<file path="src/rtl/soc_lsu_pkg.sv">
// rtl/soc_lsu_pkg.sv - shared size, cause and state codes for the load/store unit
// Purpose: common definitions imported by the LSU, its align helper and its bench.
// Ports: none (package).
package soc_lsu_pkg;

  localparam logic [1:0] LSU_SIZE_B = 2'b00;
  localparam logic [1:0] LSU_SIZE_H = 2'b01;
  localparam logic [1:0] LSU_SIZE_W = 2'b10;
  localparam logic [1:0] LSU_SIZE_X = 2'b11;

  localparam logic [1:0] LSU_CAUSE_NONE     = 2'b00;
  localparam logic [1:0] LSU_CAUSE_MISALIGN = 2'b01;
  localparam logic [1:0] LSU_CAUSE_RANGE    = 2'b10;
  localparam logic [1:0] LSU_CAUSE_SIZE     = 2'b11;

  typedef enum logic [1:0] {
    LSU_IDLE   = 2'd0,
    LSU_ACCESS = 2'd1,
    LSU_RESP   = 2'd2
  } lsu_state_e;

  // Request fields kept across ACCESS; the fault verdict is decided at accept.
  typedef struct packed {
    logic       we;
    logic [1:0] size;
    logic       uns;
    logic       fault;
    logic [1:0] cause;
  } lsu_req_t;

endpackage

</file>
<file path="src/rtl/soc_lsu_if.sv">
// rtl/soc_lsu_if.sv - request, response and datamem signals of the load/store unit
// Purpose: bundles the core-side request/response handshakes and the datamem port.
// Modports: slave = LSU view, master = core/memory view.
interface soc_lsu_if;

  logic        req_valid;
  logic        req_ready;
  logic        req_we;
  logic [1:0]  req_size;
  logic        req_unsigned;
  logic [31:0] req_addr;
  logic [31:0] req_wdata;

  logic        rsp_valid;
  logic        rsp_ready;
  logic [31:0] rsp_rdata;
  logic        rsp_fault;
  logic [1:0]  rsp_cause;

  logic [3:0]  mem_wen;
  logic [31:0] mem_addr;
  logic [31:0] mem_wdata;
  logic [31:0] mem_rdata;

  modport slave (
    input  req_valid, req_we, req_size, req_unsigned, req_addr, req_wdata,
    input  rsp_ready, mem_rdata,
    output req_ready, rsp_valid, rsp_rdata, rsp_fault, rsp_cause,
    output mem_wen, mem_addr, mem_wdata
  );

  modport master (
    output req_valid, req_we, req_size, req_unsigned, req_addr, req_wdata,
    output rsp_ready, mem_rdata,
    input  req_ready, rsp_valid, rsp_rdata, rsp_fault, rsp_cause,
    input  mem_wen, mem_addr, mem_wdata
  );

endinterface

</file>
<file path="src/rtl/soc_lsu_align.sv">
// rtl/soc_lsu_align.sv - byte enables, access length and load extension by size
// Purpose: purely combinational size decode shared by the LSU datapath.
// Ports: size/is_unsigned/rdata in; wen (byte lanes), nbytes (access length), ext (extended load data) out.
module soc_lsu_align
  import soc_lsu_pkg::*;
(
  input  logic [1:0]  size,
  input  logic        is_unsigned,
  input  logic [31:0] rdata,
  output logic [3:0]  wen,
  output logic [2:0]  nbytes,
  output logic [31:0] ext
);

  always_comb begin
    wen    = 4'b0000;
    nbytes = 3'd0;
    ext    = 32'd0;
    case (size)
      LSU_SIZE_B: begin
        wen    = 4'b0001;
        nbytes = 3'd1;
        ext    = {{24{~is_unsigned & rdata[7]}}, rdata[7:0]};
      end
      LSU_SIZE_H: begin
        wen    = 4'b0011;
        nbytes = 3'd2;
        ext    = {{16{~is_unsigned & rdata[15]}}, rdata[15:0]};
      end
      LSU_SIZE_W: begin
        wen    = 4'b1111;
        nbytes = 3'd4;
        ext    = rdata;
      end
      default: ;
    endcase
  end

endmodule

</file>
<file path="src/rtl/soc_lsu.sv">
// rtl/soc_lsu.sv - load/store unit between the memory stage and datamem
// Purpose: accepts one request per handshake, range/size/alignment checks it, drives
//   the datamem byte-lane port for one ACCESS cycle and returns a registered response.
// Ports: clk, rst_n (async, active low); lsu (soc_lsu_if.slave) carrying
//   req_* (request handshake), rsp_* (response handshake), mem_* (datamem port).
module soc_lsu
  import soc_lsu_pkg::*;
#(
  parameter logic [31:0] DATA_BASE        = 32'h0000_0000,
  parameter int unsigned MEM_SIZE         = 4096,
  parameter bit          ALLOW_MISALIGNED = 1'b1
) (
  input logic      clk,
  input logic      rst_n,
  soc_lsu_if.slave lsu
);

  localparam logic [32:0] LAST_ADDR = {1'b0, DATA_BASE} + 33'(MEM_SIZE) - 33'd1;

  lsu_state_e  state, state_nxt;
  lsu_req_t    req_q;
  logic        accept;
  logic [1:0]  al_size;
  logic [3:0]  al_wen;
  logic [2:0]  al_nbytes;
  logic [31:0] al_ext;
  logic [32:0] addr_off;
  logic [32:0] req_end;
  logic        range_bad;
  logic        misaligned;
  logic [1:0]  cause;

  // One decoder serves both phases: the incoming size while accepting (for the
  // range check), the captured size during ACCESS (for lanes and extension).
  assign al_size = (state == LSU_ACCESS) ? req_q.size : lsu.req_size;

  soc_lsu_align u_align (
    .size        (al_size),
    .is_unsigned (req_q.uns),
    .rdata       (lsu.mem_rdata),
    .wen         (al_wen),
    .nbytes      (al_nbytes),
    .ext         (al_ext)
  );

  // 33-bit arithmetic: a borrow means below the window, a carry past 2^32 lands
  // above LAST_ADDR, so both wrap directions read as out of range.
  assign addr_off  = {1'b0, lsu.req_addr} - {1'b0, DATA_BASE};
  assign req_end   = {1'b0, lsu.req_addr} + {30'd0, al_nbytes} - 33'd1;
  assign range_bad = addr_off[32] || (req_end > LAST_ADDR);

  assign misaligned = !ALLOW_MISALIGNED &&
                      (((lsu.req_size == LSU_SIZE_H) && lsu.req_addr[0]) ||
                       ((lsu.req_size == LSU_SIZE_W) && (lsu.req_addr[1:0] != 2'b00)));

  always_comb begin
    if (lsu.req_size == LSU_SIZE_X) cause = LSU_CAUSE_SIZE;
    else if (range_bad)             cause = LSU_CAUSE_RANGE;
    else if (misaligned)            cause = LSU_CAUSE_MISALIGN;
    else                            cause = LSU_CAUSE_NONE;
  end

  assign accept = lsu.req_valid && lsu.req_ready;

  always_ff @(posedge clk or negedge rst_n) begin
    if (!rst_n) state <= LSU_IDLE;
    else        state <= state_nxt;
  end

  always_comb begin
    state_nxt = state;
    case (state)
      LSU_IDLE:   if (lsu.req_valid) state_nxt = LSU_ACCESS;
      LSU_ACCESS: state_nxt = LSU_RESP;
      LSU_RESP:   if (lsu.rsp_ready) state_nxt = lsu.req_valid ? LSU_ACCESS : LSU_IDLE;
      default:    state_nxt = LSU_IDLE;
    endcase
  end

  // req_ready depends on state and rsp_ready only, so a requester may wait on it.
  always_comb begin
    lsu.req_ready = 1'b0;
    lsu.rsp_valid = 1'b0;
    lsu.mem_wen   = 4'b0000;
    case (state)
      LSU_IDLE:   lsu.req_ready = 1'b1;
      LSU_ACCESS: if (req_q.we && !req_q.fault) lsu.mem_wen = al_wen;
      LSU_RESP: begin
        lsu.rsp_valid = 1'b1;
        lsu.req_ready = lsu.rsp_ready;
      end
      default: ;
    endcase
  end

  always_ff @(posedge clk or negedge rst_n) begin
    if (!rst_n) begin
      req_q         <= '0;
      lsu.mem_addr  <= 32'd0;
      lsu.mem_wdata <= 32'd0;
      lsu.rsp_rdata <= 32'd0;
      lsu.rsp_fault <= 1'b0;
      lsu.rsp_cause <= LSU_CAUSE_NONE;
    end else begin
      if (accept) begin
        req_q.we      <= lsu.req_we;
        req_q.size    <= lsu.req_size;
        req_q.uns     <= lsu.req_unsigned;
        req_q.fault   <= (cause != LSU_CAUSE_NONE);
        req_q.cause   <= cause;
        // Loaded here so they are valid for the whole ACCESS cycle and then hold.
        lsu.mem_addr  <= addr_off[31:0];
        lsu.mem_wdata <= lsu.req_wdata;
      end
      if (state == LSU_ACCESS) begin
        lsu.rsp_rdata <= (req_q.we || req_q.fault) ? 32'd0 : al_ext;
        lsu.rsp_fault <= req_q.fault;
        lsu.rsp_cause <= req_q.cause;
      end
    end
  end

endmodule

</file>
<file path="src/flat_wrapper.sv">
// flat-port wrapper written by rule: the top's interface ports become plain ports
module soc_lsu_flat import soc_lsu_pkg::*;
#(
  parameter logic [31:0] DATA_BASE        = 32'h0000_0000,
  parameter int unsigned MEM_SIZE         = 4096,
  parameter bit          ALLOW_MISALIGNED = 1'b1
)
  (clk, rst_n, lsu_req_valid, lsu_req_we, lsu_req_size, lsu_req_unsigned, lsu_req_addr, lsu_req_wdata, lsu_rsp_ready, lsu_mem_rdata, lsu_req_ready, lsu_rsp_valid, lsu_rsp_rdata, lsu_rsp_fault, lsu_rsp_cause, lsu_mem_wen, lsu_mem_addr, lsu_mem_wdata);
  soc_lsu_if lsu_i ();
  input logic clk;
  input logic rst_n;
  input wire logic [$bits(lsu_i.req_valid)-1:0] lsu_req_valid;
  input wire logic [$bits(lsu_i.req_we)-1:0] lsu_req_we;
  input wire logic [$bits(lsu_i.req_size)-1:0] lsu_req_size;
  input wire logic [$bits(lsu_i.req_unsigned)-1:0] lsu_req_unsigned;
  input wire logic [$bits(lsu_i.req_addr)-1:0] lsu_req_addr;
  input wire logic [$bits(lsu_i.req_wdata)-1:0] lsu_req_wdata;
  input wire logic [$bits(lsu_i.rsp_ready)-1:0] lsu_rsp_ready;
  input wire logic [$bits(lsu_i.mem_rdata)-1:0] lsu_mem_rdata;
  output wire logic [$bits(lsu_i.req_ready)-1:0] lsu_req_ready;
  output wire logic [$bits(lsu_i.rsp_valid)-1:0] lsu_rsp_valid;
  output wire logic [$bits(lsu_i.rsp_rdata)-1:0] lsu_rsp_rdata;
  output wire logic [$bits(lsu_i.rsp_fault)-1:0] lsu_rsp_fault;
  output wire logic [$bits(lsu_i.rsp_cause)-1:0] lsu_rsp_cause;
  output wire logic [$bits(lsu_i.mem_wen)-1:0] lsu_mem_wen;
  output wire logic [$bits(lsu_i.mem_addr)-1:0] lsu_mem_addr;
  output wire logic [$bits(lsu_i.mem_wdata)-1:0] lsu_mem_wdata;
  assign lsu_i.req_valid = lsu_req_valid;
  assign lsu_i.req_we = lsu_req_we;
  assign lsu_i.req_size = lsu_req_size;
  assign lsu_i.req_unsigned = lsu_req_unsigned;
  assign lsu_i.req_addr = lsu_req_addr;
  assign lsu_i.req_wdata = lsu_req_wdata;
  assign lsu_i.rsp_ready = lsu_rsp_ready;
  assign lsu_i.mem_rdata = lsu_mem_rdata;
  assign lsu_req_ready = lsu_i.req_ready;
  assign lsu_rsp_valid = lsu_i.rsp_valid;
  assign lsu_rsp_rdata = lsu_i.rsp_rdata;
  assign lsu_rsp_fault = lsu_i.rsp_fault;
  assign lsu_rsp_cause = lsu_i.rsp_cause;
  assign lsu_mem_wen = lsu_i.mem_wen;
  assign lsu_mem_addr = lsu_i.mem_addr;
  assign lsu_mem_wdata = lsu_i.mem_wdata;
  soc_lsu #(.DATA_BASE(DATA_BASE), .MEM_SIZE(MEM_SIZE), .ALLOW_MISALIGNED(ALLOW_MISALIGNED)) u_core (.clk(clk), .rst_n(rst_n), .lsu(lsu_i));
endmodule
</file>
<file path="config.mk">
export PLATFORM = sky130hd
export DESIGN_NAME = soc_lsu_flat
export DESIGN_NICKNAME = d
export VERILOG_FILES = /design/src/rtl/soc_lsu_pkg.sv /design/src/rtl/soc_lsu_if.sv /design/src/rtl/soc_lsu_align.sv /design/src/rtl/soc_lsu.sv /design/src/flat_wrapper.sv
export SDC_FILE = /design/constraint.sdc
export NUM_CORES = 1
export LEC_CHECK = 0
export CAP_MARGIN = 5
export CORE_MARGIN = 3
export CORE_UTILIZATION = 30
export DETAILED_ROUTE_END_ITERATION = 12
export PLACE_DENSITY = 0.59
export SYNTH_ARGS = -nofsm -noshare
export SYNTH_HDL_FRONTEND = slang
export SYNTH_SLANG_ARGS = --single-unit
</file>
<file path="constraint.sdc">
create_clock -name clk -period 12.3 [get_ports clk]
set_input_delay 2.46 -clock clk [delete_from_list [all_inputs] [get_ports clk]]
set_output_delay 2.46 -clock clk [all_outputs]
set_load 0.02 [all_outputs]
</file>
==> key figures <==
Clock network
  – Clock sink count: between 100 and 150
  – Cts hold-fix bufs: 0
  – Clock tree root driver cell: clkbuf_16
  – Clk Latency, worst-skew pair: 350 ps
  – Post-CTS Repair Setup Buffers: 0
  – TritonCTS buffer count: 9
  – Deepest level of the CTS H-tree: 3
  – Clock-pin transition on the worst setup and hold timing paths: 80 ps
  – CTS tree: done
  – PostCTS Resize Cnt: 0
  – Buffer levels on the longest clock path: 2

Drt
  – Average routed wire per standard cell: 16.4 microns
  – Number of vias per cell: 4.88
  – Detailed Route WL: 19700 microns
  – Via total after detailed routing: 5854
  – Residual DRC: 0
  – Post-route ant nets: 0
  – Number of DRC markers after the initial detailed-route iteration: 285
  – Router iterations before antenna repair: 6

Setup path
  – CP arrival: roughly 4500 ps
  – Family with the most delay on the worst path: buffers and inverters
  – Kind of launch point of the worst setup path: input port
  – Chain of cells forming the critical path: clkdlybuf4s50_1, mux2i_1, inv_1, ha_1, nor2_1, clkdlybuf4s50_1
  – Buffers and inverters on the worst path: 3
  – Critical Path Max Stage Delay: ~620 ps
  – Crit path kind: in2out
  – Critical Path End Type: output port
  – Critical-path maximum fanout: 5
  – Required @ worst endpoint: between 9000 and 10000 ps
  – Library cell contributing the largest single delay on the critical path: clkdlybuf4s50_1
  – Most common cell on crit path: clkdlybuf4s50_1

Yosys
  – Synth top area share: 42.4%
  – Synth Register Bits: ~110
  – Net count after synthesis: just under 900
  – Synthesized area per cell: 8.41 sq um
  – Number of enable flip-flop cells after synthesis: 0
  – Ys Warns: 0
  – Share of async-settable or async-resettable flops after synthesis: 100%
  – Synthesized instance count: 744
  – Cell taking the most area after synthesis: dfrtp_1
  – Main flop type after synthesis: dfrtp_1
  – Dominant cells by area after synthesis: dfrtp_1 42%, nand2_1 12%, ha_1 7.8%, o21ai_0 6.0%, a21oi_1 4.2%
  – Cell Area, Synth: 0.00625 sq mm
  – Portion of the post-synthesis area used by sequential elements: 42.4%
  – Distinct cells, synth: 70

Finish
  – Final Util: 43.3%
  – Number of nets in the finished design: 1069
  – Number of diodes added for antenna fixing: 0
  – Commonest cells after routing, fill and taps aside: 207 x clkdlybuf4s50_1, 198 x nand2_1, 106 x dfrtp_1, 75 x o21ai_0
  – Layout cell share with drive strength beyond 1: 4.52%
  – Most common cell after layout, fill and taps aside: clkdlybuf4s50_1
  – Layout area overhead: 40.9%

Floorplan
  – Vert. Die Dim: 150 microns
  – Initial Utilization: between 30% and 40%
  – DIE WIDTH: approximately 150 microns
  – Number of top-level pins: 209
  – Total Die Area: 0.0226 sq mm
  – Core Rows: between 50 and 60
  – Placeable core area: between 0.02 and 0.025 sq mm

Place
  – Sum of net half-perimeters after detailed placement: about 15000 microns
  – Routability-driven placement congestion ratio: roughly 0.9
  – Number of buffer cells added on primary ports: 208

Power
  – P per Cell Area: roughly 130 mW/mm^2
  – Maximum ir drop on the vdd rail: 60.9 uV
  – Leakage power figure: 0.00397 uW

Worst hold path
  – Worst hold path type: reg2reg

GRT
  – Antenna violations before repair: 0
  – Residual overflow from global routing: 0
  – Maximum number of pins on one net before global-route repair: 93
  – Global-route usage over all layers: 17.0%
  – Via count of the first global-routing pass: between 5k and 6k
  – First-pass GRT wire length: 30600 microns

Timing
  – Pin slew with the least headroom to its limit: 1160 ps
  – Relative slew slack: ~22%
  – Top achievable clock speed: 144 MHz
  – Fin crit period: 6920 ps
  – Setup TNS after final layout: 0 ps
  – Setup-failing EPs final: 0
  – Number of failing hold endpoints at the final stage: 0
  – Slew Viols, Final: 0
  – Unrepaired setup endpoints after global routing: false
  – Post-route clock skew: between 10 and 15 ps
  – Final critical-path share of the clock period: 56.3%

Run status
  – Run status: complete, no violations

Flow run
  – Max capacitance violation total: 0
==> registers in the layout (all words and copies together) (netlist names) <==
| register | flops |
|---|---|
| u_core.req_q | 6 |
| u_core.lsu.rsp_rdata | 32 |
| u_core.lsu.mem_addr | 32 |
| u_core.lsu.rsp_cause | 1 |
| u_core.lsu.mem_wdata | 32 |
| u_core.state | 2 |
| u_core.lsu.rsp_fault | 1 |
==> synth_stat cells (5+ instances only) <==
library cell  number
mux2_2             6
ha_1              39
clkbuf_1          35
a21oi_1           52
nand3_1            8
a211oi_1           8
a22o_1             9
nand2b_1           5
dfrtp_1          106
o21ai_0           75
nor2_1            21
nor3_1             9
inv_1             52
nand2_1          198
o211ai_1           5
a21o_1             8
and3_1             6
o21bai_1           6
nand4_1            8
==> power by group <==
| group | internal [uW] | switching [uW] | total (uW) |
|---|---|---|---|
| Sequential | 405 | 29.3 | 434 |
| Clock | 140 | 138 | 278 |
| Combinational | 199 | 254 | 453 |
==> final timing paths <==
path / end / cells past startpoint / startpoint / slack (ps)
worst max register to register: u_core.req_q[1] / 13 / u_core.state[1] / 7690
worst max-delay path: lsu_mem_wen[0] / 6 / lsu_req_size[0] / 5380
min in group asynchronous: u_core.lsu.mem_wdata[10] / 1 / rst_n / 2190
worst min register to register: u_core.lsu.mem_wdata[12] / 2 / u_core.lsu.mem_wdata[12] / 470
max in group asynchronous: u_core.lsu.rsp_rdata[0] / 2 / rst_n / 8920
worst min-delay path: u_core.lsu.mem_wdata[12] / 2 / u_core.lsu.mem_wdata[12] / 470
==> per-layer routing <==
layer / share of wire [%] / wire [microns] / vias up / global-route usage, %
met5: 0 / 0 / - / 0
met2: 48 / 9490 / 152 / 28.6
met4: 1.2 / 231 / 0 / 4.53
li1: - / - / 2930 / -
met3: 7.0 / 1370 / 15 / 3.25
met1: 44 / 8580 / 2757 / 22.3
==> worst register-to-register path, delay by kind of cell, from the launching register on <==
| kind | cells | cell delay (ps) |
|---|---|---|
| simple gates | 2 | 720 |
| flops | 1 | 380 |
| fa+ha+maj | 2 | 1020 |
| compound gates | 7 | 1640 |
| xor+xnor | 1 | 270 |
| mux | 1 | 450 |
==> area by class of cell <==
type | count | area (sq um)
Fill cell | 2020 | 11600
Multi-Input combinational cell | 544 | 3240
Sequential cell | 106 | 2650
Timing Repair Buffer | 212 | 2110
Tap cell | 270 | 338
Clock buffer | 10 | 229
Inverter | 52 | 195
Clock inverter | 6 | 48.8
==> logic make-up (layout without fill, tap and decap cells) <==
group / count (synthesis) / after routing / share of synthesized area [%]
and+or+nand+nor: 274 / 274 / 18.7
buffers and inverters: 94 / 280 / 5.80
DFF: 106 / 106 / 42.4
xor gates and xnor gates: 7 / 7 / 0.980
AOI/OAI and AO/OA: 214 / 214 / 22.4
adders and majority gates: 40 / 40 / 8.12
muxes: 9 / 9 / 1.56
==> stage by stage <==
step | instance area [sq um] | total power (uW) | std cells | hold slack (ps) | setup slack [ps]
floorplan | 6250 | 685 | 744 | 445 | 6390
global placement | 8530 | 895 | 1184 | 458 | 5450
detailed placement | 8530 | 897 | 1184 | 461 | 5400
CTS | 8810 | 1180 | 1200 | 478 | 5400
global route | 8810 | 1240 | 1200 | 491 | 5320
finish | 8810 | 1160 | 1200 | 475 | 5380
No activity file was read; power rests on OpenSTA's default activity.
